### config.mk
export PLATFORM = sky130hd
export DESIGN_NAME = am_sdr_demod_sched
export DESIGN_NICKNAME = d
export VERILOG_FILES = /design/src/rtl/am_sdr_demod_sched.sv
export SDC_FILE = /design/constraint.sdc
export NUM_CORES = 1
export LEC_CHECK = 0
export CAP_MARGIN = 15
export CORE_MARGIN = 1
export CORE_UTILIZATION = 50
export DETAILED_ROUTE_END_ITERATION = 6
export GPL_TIMING_DRIVEN = 0
export PLACE_DENSITY = 0.89
export SLEW_MARGIN = 10
export SYNTH_ARGS = -nofsm -noshare
export SYNTH_HDL_FRONTEND = slang
export SYNTH_SLANG_ARGS = --single-unit
### constraint.sdc
create_clock -name clk -period 6.1 [get_ports clk]
set_clock_uncertainty 0.15 [all_clocks]
set_input_delay 1.22 -clock clk [delete_from_list [all_inputs] [get_ports clk]]
set_output_delay 1.22 -clock clk [all_outputs]
set_load 0.02 [all_outputs]
### src/rtl/am_sdr_demod_sched.sv
// rtl/am_sdr_demod_sched.sv - CIC decimation strobe and shared-multiplier I^2+Q^2 scheduler
// Optional peak-hold of the envelope power is enabled by defining AM_SDR_SCHED_PEAK_EN.
module am_sdr_demod_sched #(
    parameter int DATA_W    = 16,
    parameter int DECIM_W   = 10,
    parameter int DECIM_DEF = 256
) (
    input  logic                  clk,
    input  logic                  rst_n,
    input  logic                  cfg_we,
    input  logic [DECIM_W-1:0]    cfg_decim,
    output logic                  dec_stb,
    input  logic                  cic_valid,
    input  logic [DATA_W-1:0]     i_in,
    input  logic [DATA_W-1:0]     q_in,
    output logic [DATA_W-1:0]     mul_a,
    output logic [DATA_W-1:0]     mul_b,
    input  logic [2*DATA_W-1:0]   mul_p,
    output logic [2*DATA_W-1:0]   mag_out,
    output logic                  mag_valid,
    output logic                  overrun,
    output logic [2*DATA_W-1:0]   peak_out
);

    typedef enum logic [1:0] {
        IDLE = 2'd0,
        SQ_I = 2'd1,
        SQ_Q = 2'd2,
        DONE = 2'd3
    } state_t;

    localparam logic [DECIM_W-1:0] RATIO_MIN = DECIM_W'(4);
    localparam logic [DECIM_W-1:0] RATIO_RST = DECIM_W'(DECIM_DEF);

    logic [DECIM_W-1:0]  ratio;
    logic [DECIM_W-1:0]  count;
    logic                count_last;
    state_t              state;
    state_t              state_next;
    logic [DATA_W-1:0]   i_r;
    logic [DATA_W-1:0]   q_r;
    logic [2*DATA_W-1:0] acc;
    logic [2*DATA_W-1:0] sum;

    assign count_last = (count == ratio - DECIM_W'(1));
    assign dec_stb    = count_last && !cfg_we;

    always_ff @(posedge clk or negedge rst_n) begin
        if (!rst_n) begin
            ratio <= RATIO_RST;
            count <= '0;
        end else if (cfg_we) begin
            ratio <= (cfg_decim < RATIO_MIN) ? RATIO_MIN : cfg_decim;
            count <= '0;
        end else if (count_last) begin
            count <= '0;
        end else begin
            count <= count + DECIM_W'(1);
        end
    end

    always_ff @(posedge clk or negedge rst_n) begin
        if (!rst_n) begin
            state <= IDLE;
        end else begin
            state <= state_next;
        end
    end

    always_comb begin
        state_next = state;
        mul_a      = '0;
        mul_b      = '0;
        case (state)
            IDLE: begin
                if (cic_valid) begin
                    state_next = SQ_I;
                end
            end
            SQ_I: begin
                mul_a      = i_r;
                mul_b      = i_r;
                state_next = SQ_Q;
            end
            SQ_Q: begin
                mul_a      = q_r;
                mul_b      = q_r;
                state_next = DONE;
            end
            DONE: begin
                state_next = IDLE;
            end
            default: begin
                state_next = IDLE;
            end
        endcase
    end

    // A square is never negative, so the product can be summed as unsigned.
    assign sum       = acc + mul_p;
    assign mag_valid = (state == DONE);

    always_ff @(posedge clk or negedge rst_n) begin
        if (!rst_n) begin
            i_r     <= '0;
            q_r     <= '0;
            acc     <= '0;
            mag_out <= '0;
        end else begin
            case (state)
                IDLE: begin
                    if (cic_valid) begin
                        i_r <= i_in;
                        q_r <= q_in;
                    end
                end
                SQ_I: acc <= mul_p;
                SQ_Q: begin
                    acc     <= sum;
                    mag_out <= sum;
                end
                default: ;
            endcase
        end
    end

    // A sample arriving while the FSM is busy is lost; a concurrent loss outranks the clear.
    always_ff @(posedge clk or negedge rst_n) begin
        if (!rst_n) begin
            overrun <= 1'b0;
        end else if (cic_valid && (state != IDLE)) begin
            overrun <= 1'b1;
        end else if (cfg_we) begin
            overrun <= 1'b0;
        end
    end

`ifdef AM_SDR_SCHED_PEAK_EN
    logic [2*DATA_W-1:0] peak_r;

    always_ff @(posedge clk or negedge rst_n) begin
        if (!rst_n) begin
            peak_r <= '0;
        end else if (cfg_we) begin
            peak_r <= '0;
        end else if ((state == SQ_Q) && (sum > peak_r)) begin
            peak_r <= sum;
        end
    end

    assign peak_out = peak_r;
`else
    assign peak_out = '0;
`endif

endmodule
==> results.yml <==
critical_path:
  critPathArrivalTime_ns: 3.19
  worstReg2RegEnd: "acc[26]"
  r2r_start: "acc[0]"
  cp-start-kind: "register"
  critical_path_class: "register to output port"
  crit_required_ns: 4.73
  r2r_setup_slack_ns: 2.83
  crit_fanout: 4
  cp-end-kind: "output port"
  reg2reg_depth: 12
logic_synthesis:
  async_flop_share: 1.00
  netlist_instances: 765
  synth_top_cell_area_share: 0.407
  synth.area.top_cells: "dfrtp_1 (41%), mux2_2 (7.0%), ha_1 (6.4%), buf_4 (5.0%), o21ai_0 (3.4%)"
  yosysSeqAreaShare: 0.410
  synth-seq-cells: 119
  ys_warn_count: 0
  synth_common_cells: "dfrtp_1 (118), nor2_1 (62), nand2_1 (59)"
  synth_edf_count: 0
  synth_ff_type: "dfrtp_1"
  avgSynthCellArea_um2: 9.49
  synth_cell_type_count: 63
  yosys.area.top_type: "dfrtp_1"
  syn_area_um2: 7260
  synth.most_common_cell: "dfrtp_1"
power_and_ir_drop:
  power_density_nw_per_um2: 575
  ir_worst_vdd_uv: 329
  finalPower_mw: 5.55
  power_leakage_nw: 4.31
worst_hold_path:
  min-delay-start: "mag_out[25]"
  hold_depth: 1
  hold_path_class: "register to register"
  whs_endpoint: "mag_out[25]"
finish:
  final_cells: 1153
  syn2layout_area_growth_pct: 33.1
  layout.nets: 1076
  utilization: 0.688
  regArea_um2: 2980
  nFillCells: 1082
  stdcell_area_um2: 9670
  multiInputGateArea_um2: 3760
  layout-drive-gt1-share: 0.143
  antenna_cells: 0
sta:
  rsz0062_at_grt: "false"
  finalCriticalPeriod_ns: 4.56
  finalHoldViolations: 0
  setup-violations-final: 0
  slew-limit-headroom: 0.537
  finalSetupTns_ns: 0
  hold_slack_ns: 0.329
  worst_pin_slew_ns: 0.694
  fmax_mhz: 219
  finalWorstSetupSlack_ns: 1.54
  report.final.slew_viol_count: 0
  fin_crit_sh: 0.748
grt:
  overflow: 0
  antenna_found_initial: 0
  track_usage: 0.257
  grt_pass1_vias: 6133
  grt_pass1_wl_um: 29800
  grt_max_degree: 89
run:
  maxCapViolations: 0
outcome:
  status: "finished clean"
detailed_routing:
  first_iter_violations: 433
  drt_wl_total_um: 18200
  vias: 6289
  drcViolationCount: 0
  routed_via_density: 5.45
  antenna_left: 0
  wl_per_cell_um: 15.8
  first_pass_iters: 5
floorplanning:
  core_area_um2: 14000
  dieArea_um2: 15000
  start_util: 0.517
  pin_count: 177
  die_w_um: 123
  row_count: 43
  die_height_um: 123
place:
  dp_hpwl_um: 13300
  place_inst: 1121
  portBuffers: 144
  placed_area_um2: 9070
  gp_congestion: 0.911
  dpl_worst_slack_ns: 1.60
clock_tree:
  cts_resized: 0
  cts_setup_buffers: 0
  clkTransAtPathRegs_ns: 0.06
  cts-buffers-inserted: 17
  holdBufCountCts: 0
  root_buffer: "clkbuf_16"
  worstSkewPairLatency_ns: 0.42
  clockBufferDepth: 2
  cts_tree: "built"
  htreeDepth: 4
  clkSinkCount: 119
==> worst max path at each step <==
stage | startpoint | slack (ns) | to
after floorplan | mul_p[0] | 2.27 | acc[24]
after global placement | rst_n | -0.91 | ratio[2]
after detailed placement | mul_p[0] | 1.60 | acc[28]
after CTS | ratio[0] | 1.52 | dec_stb
after global routing | ratio[0] | 1.26 | dec_stb
final | ratio[0] | 1.54 | dec_stb
==> placed cells by master (no fill, tap or decap), drive strengths merged, types with 3 or more instances in the layout <==
cell type      instances
o211ai                 6
buf                   56
o21a                  10
mux2                  45
nor2                  62
and3                   8
clkinvlp               3
xor2                  17
nor4                   3
a21o                  18
o21bai                 5
clkdlybuf4s50        143
nand2b                 6
nand2                 59
inv                   36
o21ai                 52
clkbuf                44
nand4                  5
and2                   3
a22oi                 16
ha                    37
nor2b                 24
a221o                  3
dfrtp                118
mux2i                  6
clkinv                 6
and4                   3
a31oi                 21
conb                  32
xnor2                 24
a21oi                 45
nand3                 18
a211oi                 3
nor3                   6
==> per-layer routing <==
| layer | GRT usage | up-vias | wire length [µm] |
|---|---|---|---|
| li1 | - | 2990 | - |
| met1 | 0.331 | 3030 | 7950 |
| met2 | 0.416 | 228 | 8710 |
| met3 | 0.0479 | 41 | 1050 |
| met4 | 0.120 | 0 | 488 |
| met5 | 0 | - | 0 |
==> sequential cells by signal (all words and copies together), names as in the netlist <==
register,flops
state,2
mag_out,32
overrun,1
i_r,16
ratio,10
q_r,16
count,10
acc,32
==> logic make-up after synthesis <==
group / synth area share
flip-flops: 0.410
buffers and inverters: 0.0881
other: 0.000516
adder cells (fa/ha/maj): 0.0665
multiplexers: 0.0781
AND/OR/NAND/NOR: 0.135
AO/OA/AOI/OAI: 0.172
XOR/XNOR: 0.0495
==> critical path, cell delays in order (launching register included) <==
cell	delay, ns
dfrtp_1	0.41
nor3_1	0.30
nand2_1	0.15
nor3_1	0.43
nand3_1	0.13
o21ai_0	0.09
a21oi_1	0.09
o21ai_0	0.21
nand4_1	0.18
nor2_1	0.16
clkdlybuf4s50_1	0.63
==> where the power goes <==
| part | leakage (nW) | total [mW] | switching, mW | internal, mW |
|---|---|---|---|---|
| Sequential | 1.41 | 1.36 | 0.208 | 1.16 |
| Clock | 0.285 | 0.997 | 0.365 | 0.632 |
| Combinational | 2.61 | 3.19 | 1.75 | 1.44 |
| Total | 4.31 | 5.55 | 2.32 | 3.23 |
==> area by class of cell <==
type / instances / share of cell area
buffer: 79 / 0.0522
clock buffer: 21 / 0.0487
clock inverter: 11 / 0.0128
inverter: 36 / 0.0140
multi-input combinational: 562 / 0.389
sequential: 119 / 0.308
tap: 180 / 0.0233
timing repair buffer: 145 / 0.152
Note: power is estimated with default switching activity, not from simulation.
==> patch, RTL diff (config.mk and constraints unchanged) <==
Re-encode `state_t` (4 states) as one-hot, 4 bits wide.
--- a/src/rtl/am_sdr_demod_sched.sv
+++ b/src/rtl/am_sdr_demod_sched.sv
@@ -22,11 +22,11 @@
     output logic [2*DATA_W-1:0]   peak_out
 );
 
-    typedef enum logic [1:0] {
-        IDLE = 2'd0,
-        SQ_I = 2'd1,
-        SQ_Q = 2'd2,
-        DONE = 2'd3
+    typedef enum logic [3:0] {
+        IDLE = 4'b0001,
+        SQ_I = 4'b0010,
+        SQ_Q = 4'b0100,
+        DONE = 4'b1000
     } state_t;
 
     localparam logic [DECIM_W-1:0] RATIO_MIN = DECIM_W'(4);
Function: no difference found for any inputs over 10 cycles, from zero or initial values and one cycle with rst_n low; not proved beyond that.
==> patch against the original RTL <==
- synthesized cell count grew 9.7%
- global-route usage rose by 0.26 points
- area after synthesis up 2.8%
- sequential cell count rose by 2
- design area is 2.5% higher
- final cell count is 6.8% higher
- wire length increased by 7.6%
- power decreased by 15%
- die area is 2.8% higher
- non-clock buffer count grew 11
- setup slack got worse by 0.25 ns
- critical path type unchanged
- largest power group unchanged
==> patch: results (changes against the original RTL) <==
status finished clean; pin count of the biggest net entering global routing 63 (-29%); sequential area share after synthesis 40.6% (-0.44 points); Longest Clk Path Bufs 2 (unchanged); Leakage 4.54 nW (+5.5%); Largest regs acc: 32 flops, mag_out: 32 flops; count of cell types in the netlist 71 (+13%); mux cell area share after synthesis 4.84% (-3.0 points); # nets final 1146 (+6.5%); Critical Path Fanout Max 10 (+6); Compound-Gate Fraction of Synth Area 16.6% (-0.59 points); min-delay worst type register to register; initial antenna violation count 0 (unchanged); total track usage 25.9% (+0.26 points); Non-Filler Instances 1231 (+6.8%); adder-cell share of the synthesized area 5.80% (-0.85 points); Slew HR 50.0% (-3.7 points); pre-CTS setup slack 1.67 ns (+0.0760 ns); drt total wl 19.6 mm (+7.6%); placed instance area 9280 sq um (+2.3%); # resized after CTS 0 (unchanged); H-tree Lvls 4 (unchanged); share of layout cells above drive strength 1 11.6% (-2.7 points); met1 Track Usage GR 32.3% (-0.74 points); I/O Buffers 144 (unchanged); synth top area cells dfrtp_1, nand2_1, ha_1; first-pass GRT wire length 30.6 mm (+2.7%); Num CTS Buffers 17 (unchanged); routability cong. 0.903 (-0.86%); Starting DRT DRC Count 464 (+7.2%); Pre-antenna DRT Iters 7 (+2); GRT met2 Usage 41.4% (-0.24 points); peak supply drop 0.279 mV (-15%); Vias 6764 (+7.6%); met3 Use GR 7.46% (+2.7 points); mean area per synthesized cell 8.90 sq um (-6.2%); Synth Area in XOR/XNOR 5.97% (+1.0 points); DP Wirelength 14.1 mm (+6.2%); WP data arrival 3.45 ns (+0.26 ns); Post-CTS Setup Bufs 0 (unchanged); vias in the first global route 6424 (+4.7%); most frequent cells after synthesis nand2_1, dfrtp_1, buf_4; root buffer cell clkbuf_16; Fillers 1084 (+0.18%); ys flop type dfrtp_1
## patch: kinds of logic (layout without fill, tap and decap cells)
logic type,count (synthesis),after routing
XOR/XNOR,50,50
other,1,32
buffers and inverters,110,287
multiplexers,35,35
AO/OA/AOI/OAI,189,189
AND/OR/NAND/NOR,299,299
flip-flops,121,121
adder cells (fa/ha/maj),34,34
## patch: cell type report
| cell class | count | area [sq um] | area share, % |
|---|---|---|---|
| buffer | 90 | 532 | 5.37 |
| clock buffer | 22 | 484 | 4.89 |
| clock inverter | 10 | 140 | 1.41 |
| inverter | 20 | 75.1 | 0.758 |
| multi-input combinational | 639 | 3950 | 39.8 |
| sequential | 121 | 3030 | 30.6 |
| tap | 184 | 230 | 2.32 |
| timing repair buffer | 145 | 1470 | 14.8 |
## patch: critical path: stages (launching register included)
cell,delay [ns]
dfrtp_1,0.40
nor4b_1,0.67
clkbuf_1,0.51
buf_1,0.47
a22o_1,0.26
buf_4,0.12
clkdlybuf4s50_1,0.59
## patch: layer usage
layer | vias up | share of wire, %
met4 | 0 | 3.4
met1 | 3200 | 42
met3 | 57 | 6.6
met2 | 290 | 48
met5 | - | 0
li1 | 3217 | -
## patch: power by group
part / switching (mW) / total (mW) / leakage [nW] / internal [mW]
clock: 0.371 / 1.06 / 0.299 / 0.685
combinational: 1.32 / 2.32 / 2.79 / 0.994
sequential: 0.199 / 1.34 / 1.46 / 1.14
total: 1.89 / 4.71 / 4.54 / 2.82
## patch: path summary, 6_finish.rpt
check,startpoint,to,cells past startpoint,slack [ns]
setup / recovery,state[3],mul_b[7],6,1.28
hold reg to reg,mag_out[15],mag_out[15],2,0.32
min in group asynchronous,rst_n,ratio[2],1,0.61
max in group asynchronous,rst_n,acc[2],2,4.49
hold / removal,mag_out[15],mag_out[15],2,0.32
setup reg to reg,acc[0],acc[26],10,2.79
